$ cat src/rtl/rbcp_pkg.sv
// Shared RBCP definitions: bus widths, pipeline latency and the stage-1 request record.
package rbcp_pkg;

  localparam int unsigned RBCP_ACK_LAT = 2;   // strobe-to-ACK latency in cycles
  localparam int unsigned RBCP_DW      = 8;   // RBCP data width
  localparam int unsigned RBCP_AW      = 32;  // RBCP address width
  localparam int unsigned RBCP_OFF_W   = 6;   // in-window register offset width

  // Request captured in stage 1 of the responder pipeline.
  typedef struct packed {
    logic                  hit;
    logic                  we;
    logic [RBCP_OFF_W-1:0] off;
    logic [RBCP_DW-1:0]    wd;
  } rbcp_req_t;

endpackage

$ cat src/rtl/rbcp_addr_decode.sv
// Combinational RBCP window decoder.
//   addr  : RBCP byte address
//   hit_c : address falls inside [BASE_ADDR, BASE_ADDR+NUM_REGS)
//   off_c : low bits of (addr - BASE_ADDR), meaningful only when hit_c is set
module rbcp_addr_decode
  import rbcp_pkg::*;
#(
  parameter logic [RBCP_AW-1:0] BASE_ADDR = '0,
  parameter int unsigned        NUM_REGS  = 16
) (
  input  logic [RBCP_AW-1:0]    addr,
  output logic                  hit_c,
  output logic [RBCP_OFF_W-1:0] off_c
);

  logic [RBCP_AW-1:0] offset_c;

  // Lower-bound test guards against the subtraction wrapping for addresses below the base.
  always_comb begin
    offset_c = addr - BASE_ADDR;
    hit_c    = (addr >= BASE_ADDR) && (offset_c < RBCP_AW'(NUM_REGS));
    off_c    = offset_c[RBCP_OFF_W-1:0];
  end

endmodule

$ cat src/rtl/rbcp_reg_slave.sv
// RBCP responder: byte-wide register window on the SiTCP local bus.
//   CLK, RST          : user clock, synchronous active-high reset
//   RBCP_ACT/ADDR/WE/WD/RE : SiTCP initiator side
//   RBCP_ACK, RBCP_RD : 1-cycle acknowledge and read data, 2 cycles after the strobe
//   REG_OUT           : RW control registers (offsets 0..NUM_RW-1)
//   REG_WR_PULSE      : per-register write pulse, aligned with ACK
//   STAT_IN           : RO status bytes (offsets NUM_RW..NUM_RW+NUM_RO-1)
//   ACC_CNT           : acknowledged accesses, wrapping
//   ERR_CNT           : out-of-window accesses, saturating
// The whole window (NUM_RW+NUM_RO) must fit in the 6-bit offset space.
module rbcp_reg_slave
  import rbcp_pkg::*;
#(
  parameter logic [RBCP_AW-1:0] BASE_ADDR = 32'h0000_0000,
  parameter int unsigned        NUM_RW    = 8,
  parameter int unsigned        NUM_RO    = 8,
  parameter logic [8*NUM_RW-1:0] RW_INIT  = '0
) (
  input  logic                                      CLK,
  input  logic                                      RST,
  input  logic                                      RBCP_ACT,
  input  logic [RBCP_AW-1:0]                        RBCP_ADDR,
  input  logic                                      RBCP_WE,
  input  logic [RBCP_DW-1:0]                        RBCP_WD,
  input  logic                                      RBCP_RE,
  output logic                                      RBCP_ACK,
  output logic [RBCP_DW-1:0]                        RBCP_RD,
  output logic [8*NUM_RW-1:0]                       REG_OUT,
  output logic [NUM_RW-1:0]                         REG_WR_PULSE,
  input  logic [8*((NUM_RO == 0) ? 1 : NUM_RO)-1:0] STAT_IN,
  output logic [15:0]                               ACC_CNT,
  output logic [7:0]                                ERR_CNT
);

  localparam int unsigned NUM_REGS = NUM_RW + NUM_RO;

  logic                  strobe_c;
  logic                  dec_hit_c;
  logic [RBCP_OFF_W-1:0] dec_off_c;
  logic [RBCP_DW-1:0]    stat_sel_c;

  logic                  s1_valid;
  rbcp_req_t             s1_req;
  logic [RBCP_DW-1:0]    s1_stat;

  logic                  is_rw_c;
  logic [RBCP_DW-1:0]    rw_rd_c;
  logic                  ack_nxt_c;
  logic [RBCP_DW-1:0]    rd_nxt_c;
  logic [8*NUM_RW-1:0]   reg_nxt_c;
  logic [NUM_RW-1:0]     pulse_nxt_c;
  logic [15:0]           acc_nxt_c;
  logic [7:0]            err_nxt_c;

  // WE together with RE is handled as a write.
  assign strobe_c = RBCP_ACT & (RBCP_WE | RBCP_RE);

  rbcp_addr_decode #(
    .BASE_ADDR (BASE_ADDR),
    .NUM_REGS  (NUM_REGS)
  ) u_decode (
    .addr  (RBCP_ADDR),
    .hit_c (dec_hit_c),
    .off_c (dec_off_c)
  );

  // Status byte addressed by the incoming strobe, snapshotted into stage 1.
  always_comb begin
    stat_sel_c = '0;
    for (int unsigned k = 0; k < NUM_RO; k++) begin
      if ({1'b0, dec_off_c} == 7'(NUM_RW + k)) stat_sel_c = STAT_IN[8*k +: 8];
    end
  end

  // Stage 1: capture the decoded request.
  always_ff @(posedge CLK) begin
    if (RST) begin
      s1_valid <= 1'b0;
      s1_req   <= '0;
      s1_stat  <= '0;
    end else begin
      s1_valid <= strobe_c;
      s1_req   <= '{hit: dec_hit_c, we: RBCP_WE, off: dec_off_c, wd: RBCP_WD};
      s1_stat  <= stat_sel_c;
    end
  end

  // Stage 2 next-state. A read following a write to the same RW register sees
  // REG_OUT already updated by the earlier stage-2 cycle, so no bypass path is needed.
  always_comb begin
    reg_nxt_c   = REG_OUT;
    pulse_nxt_c = '0;
    ack_nxt_c   = 1'b0;
    rd_nxt_c    = RBCP_RD;
    acc_nxt_c   = ACC_CNT;
    err_nxt_c   = ERR_CNT;
    rw_rd_c     = '0;
    is_rw_c     = ({1'b0, s1_req.off} < 7'(NUM_RW));

    for (int unsigned k = 0; k < NUM_RW; k++) begin
      if (s1_req.off == RBCP_OFF_W'(k)) rw_rd_c = REG_OUT[8*k +: 8];
    end

    if (s1_valid) begin
      if (s1_req.hit) begin
        ack_nxt_c = 1'b1;
        acc_nxt_c = ACC_CNT + 16'd1;
        if (is_rw_c) begin
          if (s1_req.we) begin
            rd_nxt_c = s1_req.wd;
            for (int unsigned k = 0; k < NUM_RW; k++) begin
              if (s1_req.off == RBCP_OFF_W'(k)) begin
                reg_nxt_c[8*k +: 8] = s1_req.wd;
                pulse_nxt_c[k]      = 1'b1;
              end
            end
          end else begin
            rd_nxt_c = rw_rd_c;
          end
        end else begin
          // RO offset: writes are dropped but still acknowledged with the status byte.
          rd_nxt_c = s1_stat;
        end
      end else if (ERR_CNT != 8'hFF) begin
        err_nxt_c = ERR_CNT + 8'd1;
      end
    end
  end

  // Stage 2 registers: bus response, register file and counters.
  always_ff @(posedge CLK) begin
    if (RST) begin
      RBCP_ACK     <= 1'b0;
      RBCP_RD      <= '0;
      REG_OUT      <= RW_INIT;
      REG_WR_PULSE <= '0;
      ACC_CNT      <= '0;
      ERR_CNT      <= '0;
    end else begin
      RBCP_ACK     <= ack_nxt_c;
      RBCP_RD      <= rd_nxt_c;
      REG_OUT      <= reg_nxt_c;
      REG_WR_PULSE <= pulse_nxt_c;
      ACC_CNT      <= acc_nxt_c;
      ERR_CNT      <= err_nxt_c;
    end
  end

endmodule

$ cat config.mk
export PLATFORM = sky130hd
export DESIGN_NAME = rbcp_reg_slave
export DESIGN_NICKNAME = d
export VERILOG_FILES = /design/src/rtl/rbcp_pkg.sv /design/src/rtl/rbcp_addr_decode.sv /design/src/rtl/rbcp_reg_slave.sv
export SDC_FILE = /design/constraint.sdc
export NUM_CORES = 1
export LEC_CHECK = 0
export BUFFER_PORTS_ARGS = -buffer_cell sky130_fd_sc_hd__buf_2
export CORE_ASPECT_RATIO = 0.6
export CORE_MARGIN = 2
export CORE_UTILIZATION = 50
export DETAILED_ROUTE_END_ITERATION = 6
export GPL_TIMING_DRIVEN = 1
export PLACE_DENSITY = 0.84
export SYNTH_ARGS = -nofsm -noshare
export SYNTH_HDL_FRONTEND = slang
export SYNTH_SLANG_ARGS = --single-unit
$ cat constraint.sdc
create_clock -name CLK -period 2.3 [get_ports CLK]
set_input_delay 0.23 -clock CLK [delete_from_list [all_inputs] [get_ports CLK]]
set_output_delay 0.23 -clock CLK [all_outputs]
set_load 0.02 [all_outputs]
; ---- Yosys cells after proc, flatten, opt, wreduce, memory -nomap -nowiden
; Index checks and enable logic that the tools add are counted.
[classes]
eq_ne = 16
n_shift = 0
n_lt_le_gt_ge = 3
n_bitwise = 6
mul = 0
n_addsub = 2
n_reduce_logical = 14
muxes = 27
div_mod_pow = 0
[ops]
columns = op, n
row1 = two-way mux 8 bit, 18
row2 = "equality test 6 x 4 -> 1 bit, second input constant", 8
row3 = AND reduction 5 bit, 8
row4 = ">= comparator 32 x 1 -> 1 bit, second input constant", 1
row5 = "< comparator 32 x 5 -> 1 bit, second input constant", 1
row6 = "equality test 6 x 3 -> 1 bit, second input constant", 4
row7 = "adder 16 x 1 -> 16 bit, second input constant", 1
row8 = "equality test 6 x 2 -> 1 bit, second input constant", 2
row9 = two-way mux 1 bit, 9
row10 = "adder 8 x 1 -> 8 bit, second input constant", 1
row11 = "inequality test 8 bit, second input constant", 1
row12 = "equality test 6 x 1 -> 1 bit, second input constant", 1
row13 = logical NOT 6 bit, 1
row14 = "< comparator 6 x 4 -> 1 bit, second input constant", 1
row15 = OR reduction 5 bit, 1
row16 = inverter 1 bit, 4
row17 = AND reduction 3 bit, 1
row18 = AND reduction 2 bit, 1
row19 = OR reduction 2 bit, 1
row20 = bitwise AND 1 bit, 1
row21 = logical AND 1 bit, 1
row22 = OR 1 bit, 1
[totals]
mem_bits_rw = 0
latchBits = 0
regBits = 130
memories = 0
mem_bits_ro = 0
out_inout_bits = 105

; ---- Logic depth before layout (Yosys ltp)
; Gate-level depths: netlist of run 1.
[depth]
word_depth = 11
mapped_depth = 7
mapped_depth_nobuf = 5

; ---- Cells and area by module
; From an unflattened synthesis of run 1, not the netlist that was laid out.
[unflattened]
cells_unflattened = 630
hier_area_um2 = 6068.3
[by_module_without_submodules]
columns = module, n_inst, cells_each, area_each_um2, seq_area_each_um2
row1 = rbcp_reg_slave, 1, 614, 5958.2, 2602.5
row2 = rbcp_addr_decode, 1, 16, 110.1, 0.0

; ---- Worst setup path before layout of run 1
; No wires, ideal clock.
[synth_path]
path_type = register to register
from = reg s1_req[13] (netlist name)
to = reg REG_OUT[56]
setup_ns = 0.128
arrival_time_ns = 1.574
n_path_buf = 2
path_slack_ns = 0.598
t_required_ns = 2.172
path_stages_with_launch = 8
cell_sequence = dfxtp_1 or3_2 buf_4 nor2_8 and2_1 buf_6 mux2i_1 nor2_1
[synth_via]
elab_chain_len = 2
[synth_rtl]
columns = element, line_no
row1 = from (decl), rbcp_reg_slave.sv:43  ; rbcp_req_t s1_req;
row2 = from (signal assigned), rbcp_reg_slave.sv:83  ; s1_req <= '{hit: dec_hit_c, we: RBCP_WE, off: dec_off_c, wd: RBCP_WD};
row3 = < comparator 6 x 4 -> 1 bit or equality test 6 x 3 -> 1 bit (tied branches), "rbcp_reg_slave.sv:98, rbcp_reg_slave.sv:112"
row4 = AND reduction 5 bit (no source line) *, --
row5 = to (signal assigned), rbcp_reg_slave.sv:142  ; REG_OUT <= reg_nxt_c;
row6 = to (decl), rbcp_reg_slave.sv:28  ; output logic [8*NUM_RW-1:0] REG_OUT,
; Mark *: on every way between the ends. The rest lies on a longest branch, timed or not.
; A chain may end at the register's enable or synchronous reset.

; ---- Worst setup path after layout of run 1
[layout_path]
from = reg s1_req[14] (netlist name)
to = reg REG_OUT[21]
[layout_via]
elab_chain_len = 1
[layout_rtl]
columns = element
row1 = AND reduction 5 bit (no source line)
; Every way passes these cells.

==> results of run 1 <==
[worst paths after layout]
kind,to,cells past startpoint
setup / recovery,REG_OUT[21],4
hold / removal,s1_req[6],2
setup reg to reg,REG_OUT[21],4
hold reg to reg,ACC_CNT[1],2
[cells in the final DEF (no fill, tap or decap), types with 11 or more instances in the layout]
| master | count |
|---|---|
| a21oi_1 | 24 |
| buf_2 | 212 |
| buf_4 | 19 |
| clkbuf_16 | 17 |
| dfxtp_1 | 130 |
| inv_1 | 14 |
| mux2i_1 | 84 |
| nand2_1 | 33 |
| nor2_1 | 109 |
| nor2b_1 | 24 |
| nor3_1 | 17 |
| o211ai_1 | 11 |
| o21ai_0 | 16 |
[power by group through the flow]
stage          combinational [uW]  sequential (uW)  clock (uW)
4_1_cts                       342             2310        3200
3_5_place_dp                  338             2360           0
6_report                      348             2310        3180
2_1_floorplan                 213             2330           0
3_3_place_gp                  334             2360           0
5_1_grt                       378             2310        3300
[cell usage after synthesis (3+ instances only)]
| master | n |
|---|---|
| dfxtp_1 | 130 |
| or2_2 | 4 |
| xnor2_1 | 6 |
| o21ai_0 | 16 |
| and4_1 | 3 |
| a21oi_1 | 24 |
| a22o_1 | 3 |
| nand3_1 | 8 |
| buf_4 | 11 |
| or3_1 | 4 |
| nor2_1 | 109 |
| xor2_1 | 9 |
| nor4_1 | 10 |
| and3_1 | 6 |
| mux2i_1 | 84 |
| o32ai_1 | 6 |
| nor3_4 | 3 |
| nand2_1 | 33 |
| nand4_1 | 9 |
| nor2b_1 | 24 |
| clkbuf_1 | 22 |
| o22ai_1 | 6 |
| mux2_2 | 4 |
| o211ai_1 | 11 |
| o221ai_1 | 9 |
| a211oi_1 | 10 |
| a221oi_1 | 5 |
| nor3b_1 | 6 |
| a221o_1 | 6 |
| and2_1 | 4 |
| o2111ai_1 | 3 |
| inv_1 | 14 |
| buf_2 | 9 |
| nand2b_1 | 5 |
| nor3_1 | 17 |
[layer usage]
layer	share of wire	track usage	vias up
li1	-	-	2800
met2	0.42	0.407	277
met1	0.47	0.404	2710
met4	0.013	0.0838	0
met5	0	0	-
met3	0.094	0.0638	26
[state kept, by name, summed over array words and instances (netlist names)]
name and flops:
REG_OUT 64, ACC_CNT 16, s1_req 16, ERR_CNT 8, RBCP_RD 8, REG_WR_PULSE 8
s1_stat 8, RBCP_ACK 1, s1_valid 1
[layout make-up]
type | count | area, um2
timing repair buffer | 232 | 1220
tap | 165 | 206
sequential | 130 | 2600
multi-input combinational | 471 | 3160
clock buffer | 18 | 439
fill | 982 | 4010
inverter | 14 | 52.6
clock inverter | 14 | 259
[timing repair]
action | 4_1_cts | 5_1_grt
endpoints found under the setup margin | 0 | 1
endpoints found under the hold margin | 0 | 0
hold buffers | 0 | 0
gates resized for setup | 0 | 1
[cells by family after synthesis]
logic type,count (synthesis),synth area share
adder cells (fa/ha/maj),2,0.00412
buffers and inverters,61,0.0505
AO/OA/AOI/OAI,107,0.124
multiplexers,90,0.153
flip-flops,130,0.429
AND/OR/NAND/NOR,257,0.217
XOR/XNOR,15,0.0217
[per-stage QoR]
| stage | setup WS [ns] | instances | power (uW) | instance area (um2) |
|---|---|---|---|---|
| after floorplan | 0.598 | 662 | 2550 | 6070 |
| after global placement | 0.334 | 1012 | 2690 | 7240 |
| after detailed placement | 0.265 | 1012 | 2700 | 7240 |
| after CTS | 0.244 | 1044 | 5860 | 7940 |
| after global routing | 0.137 | 1044 | 5990 | 7940 |
| final | 0.293 | 1044 | 5840 | 7940 |
[critical path: cells and delay by family (launching register included)]
family / cells / cell delay, ns
AND/OR/NAND/NOR: 3 / 1.00
flip-flops: 1 / 0.60
multiplexers: 1 / 0.27
==> flow_summary.toml, run 1 <==
[logic_synthesis]
synthFlopType = "dfxtp_1"
yosys-top-cells-area = "dfxtp_1, mux2i_1, nor2_1, nor2b_1, nand2_1"
ys_ff_latch = 130
synth.top_cell.area_share = 0.429
synthCells = 662
async_reset_ff_frac = 0
syn_avg_cell_area_um2 = 9.16
ys_seq_area_frac = 0.429
syn_nets = 773
ys_warn_count = 0
synth_top_area_cell = "dfxtp_1"
synth_edf_count = 0
synth_area_um2 = 6070
synthDistinctLibCells = 56

[clock_tree]
cts_buffer_depth = 2
path_clk_slew_ns = 0.06
clk-insertion-delay-late_ns = 0.42
clock-sinks = 130
cts.root.buffer_cell = "clkbuf_16"
h-tree-depth = 4
cts_tree = "built"
cts_setup_buffers = 0
cts_buffers = 17

[min_path]
worstHoldStart = "RBCP_WD[6]"
min_path_type = "primary input to register"

[worst_setup_path]
crit_chain = "nand4b_4 -> nor3_4 -> mux2i_1 -> nor2_1"
startpoint = "s1_req[14]"
crit_path_start_kind = "register"
path_class = "register to register"
critPathArrivalTime_ns = 2.30
cp_max_fo = 12
timing.rr.start = "s1_req[14]"
endpoint_kind = "register"
slowest_stage = "nor3_4"
ff2ff_setup_slack_ns = 0.29
worstPathRequired_ns = 2.59
cpPeakStageDelay_ns = 0.61

[global_route]
grt_max_degree = 55
grt_pass1_vias = 5290
grt_overflow = 0
grt_pass1_wl_mm = 27.9
antenna_found_initial = 0
grtUsageTotal = 0.276

[floorplanning]
die_h_um = 89.3
pin_count = 214
fp.dieW_um = 146
rows = 31
core_area_um2 = 11900
start_util = 0.508
die-area_um2 = 13100

[timing]
max_slew.worst_pin.slew_ns = 0.669
finalSetupViolations = 0
max_freq_ghz = 0.498
timing.setup.tns_ns = 0
final.min_clock_period_ns = 2.01
drv_slew = 0
timing.hold.ws_ns = 0.0118
hold_violations = 0
rsz0062_at_grt = "no"
post-route-period-util = 0.872
relSlewSlack = 0.553
finClkSkew_ns = 0.00925

[placed_design]
place_hpwl_mm = 13.1
gp_congestion = 0.851
io_buffers = 213

[outcome]
status = "complete, no violations"

[power_and_ir_drop]
p_seq_frac = 0.396
switching_share = 0.212
worst_ir_drop_vdd_mv = 0.572
comb_power_share = 0.060
p_per_area_nw_per_um2 = 735
p_int_uw = 4600
clockPowerShare = 0.544
p_sw_uw = 1240
p_leak_uw = 0.00359

[route]
routedWlPerCell_um = 17.5
drc_errors = 0
drtAntennaViolNets = 0
routed_wl_mm = 18.2
via_count = 5813
dr.pass1.iters = 7
drt-initial-drc-count = 559
viasPerCell = 5.57

[layout]
utilization = 0.665
layout-drive-gt1-share = 0.322
syn2layout_area_growth_pct = 30.9
diodes = 0
fin_nets = 977

[flow_run]
max_cap_viol_count = 0
Note: power is estimated with default switching activity, not from simulation.
==> run 2: changes to the inputs <==
Settings changed: BUFFER_PORTS_ARGS -buffer_cell sky130_fd_sc_hd__buf_2 to -buffer_cell sky130_fd_sc_hd__buf_4.
==> run 2 against run 1 <==
- final cell count shrank 0.48%
- clock-buffer cell count grew 9
- power shrank 8.7%
- highest routed layer unchanged
- global-route usage grew 0.97 points
- die area is the same
- critical path depth grew 1
- fmax shrank 1.9%
- worst hold slack gained 0.010 ns
- clock skew shrank 0.0022 ns
- sequential power is essentially flat
- combinational power grew 16%
- core utilization grew 3.4 points
==> flow_summary.toml, run 2 (synthesis gave the netlist of run 1 again) <==
[floorplanning]
core_area_um2 = 11900
pin_count = 214
die_h_um = 89.3
fp.dieW_um = 146
rows = 31
start_util = 0.508
die-area_um2 = 13100

[route]
viasPerCell = 5.59
dr.pass1.iters = 5
drc_errors = 0
via_count = 5808
routed_wl_mm = 18.4
routedWlPerCell_um = 17.8
drtAntennaViolNets = 0
drt-initial-drc-count = 566

[timing]
timing.setup.tns_ns = 0
rsz0062_at_grt = "no"
finalSetupViolations = 0
max_slew.worst_pin.slew_ns = 0.665
drv_slew = 0
finClkSkew_ns = 0.00704
final.min_clock_period_ns = 2.05
relSlewSlack = 0.555
hold_violations = 0
timing.hold.ws_ns = 0.0223
max_freq_ghz = 0.489
post-route-period-util = 0.889

[power_and_ir_drop]
comb_power_share = 0.076
p_seq_frac = 0.434
p_leak_uw = 0.00360
p_int_uw = 4160
worst_ir_drop_vdd_mv = 0.483
p_sw_uw = 1170
p_total_uw = 5330
switching_share = 0.219
p_per_area_nw_per_um2 = 639
clockPowerShare = 0.491

[clock_tree]
cts_buffers = 17
cts.root.buffer_cell = "clkbuf_16"
path_clk_slew_ns = 0.05
clock-sinks = 130
clk-insertion-delay-late_ns = 0.42
cts_hold_buf = 0
cts_buffer_depth = 2
h-tree-depth = 4
cts_setup_buffers = 0
cts_tree = "built"
cts.repair.resized = 0

[global_route]
grt_overflow = 0
grt_pass1_vias = 5252
grtUsageTotal = 0.286
grt_pass1_wl_mm = 28.7
grt_max_degree = 65
antenna_found_initial = 0

[placed_design]
gp_congestion = 0.879
io_buffers = 213
place_hpwl_mm = 13.3

[layout]
fillers = 964
final_common_cell = "buf_4"
syn2layout_area_growth_pct = 37.6
layout_common_cells = "buf_4, dfxtp_1, nor2_1, mux2i_1, nand2_1"
diodes = 0
utilization = 0.699
layout-drive-gt1-share = 0.314
reg.largest.list = "REG_OUT x64, ACC_CNT x16, s1_req x16"
largest_reg_flops = 64
regArea_um2 = 2600
multi_input_area_um2 = 3160
fin_nets = 973
top_register = "REG_OUT"

[worst_setup_path]
worstPathRequired_ns = 2.57
crit_path_start_kind = "register"
cp_max_fo = 9
endpoint_kind = "register"
crit_chain = "or3_2 -> nor2_8 -> and2_1 -> mux2i_1 -> nor2_1"
path_class = "register to register"
critPathArrivalTime_ns = 2.32
cpPeakStageDelay_ns = 0.60
slowest_stage = "or3_2"

[outcome]
status = "complete, no violations"

[min_path]
min_path_type = "primary input to register"

[flow_run]
max_cap_viol_count = 0
run 2: cell count changes in the layout (fill, tap and decap cells not counted), sizes merged:
cell      delta
clkbuf       +9
bufinv       -6
buf          -4
clkinv       -3
clkinvlp     -1
run 2: final timing paths:
kind                                  from           to  slack [ns]  depth (start not counted)
worst max-delay path            s1_req[13]  REG_OUT[58]        0.25                          5
worst min-delay path            RBCP_WD[6]    s1_req[6]        0.02                          2
worst max register to register  s1_req[13]  REG_OUT[58]        0.25                          5
worst min register to register  RBCP_RD[7]   RBCP_RD[7]        0.50                          2
run 2: metal layers:
metal	vias up	global-route usage	routed length, um
met5	-	0	0
met4	0	0.0724	251
met3	23	0.0796	1810
met2	288	0.427	7810
met1	2717	0.411	8580
li1	2780	-	-
run 2: power groups by stage:
stage,sequential [uW],clock [uW],combinational [uW]
floorplan,2330,0,213
global placement,2360,0,389
detailed placement,2360,0,394
CTS,2310,2630,398
global route,2310,2750,435
finish,2310,2610,403
run 2: critical path: cells and delay by family (launching register included):
family,cells,cell delay [ns]
DFF,1,0.34
muxes,1,0.24
and+or+nand+nor,4,1.32
run 2: cell type report:
| cell class | instances | share of cell area |
|---|---|---|
| Multi-Input combinational cell | 471 | 0.378 |
| Sequential cell | 130 | 0.312 |
| Timing Repair Buffer | 228 | 0.210 |
| Clock inverter | 4 | 0.00540 |
| Inverter | 14 | 0.00630 |
| Tap cell | 165 | 0.0247 |
| Clock buffer | 27 | 0.0639 |
run 2: through the flow:
stage,cells,worst slack [ns],cell area (um2)
5_1_grt,1039,0.157,8350
3_3_place_gp,1008,0.350,7770
3_5_place_dp,1008,0.295,7770
6_report,1039,0.255,8350
4_1_cts,1039,0.263,8350
2_1_floorplan,662,0.598,6070
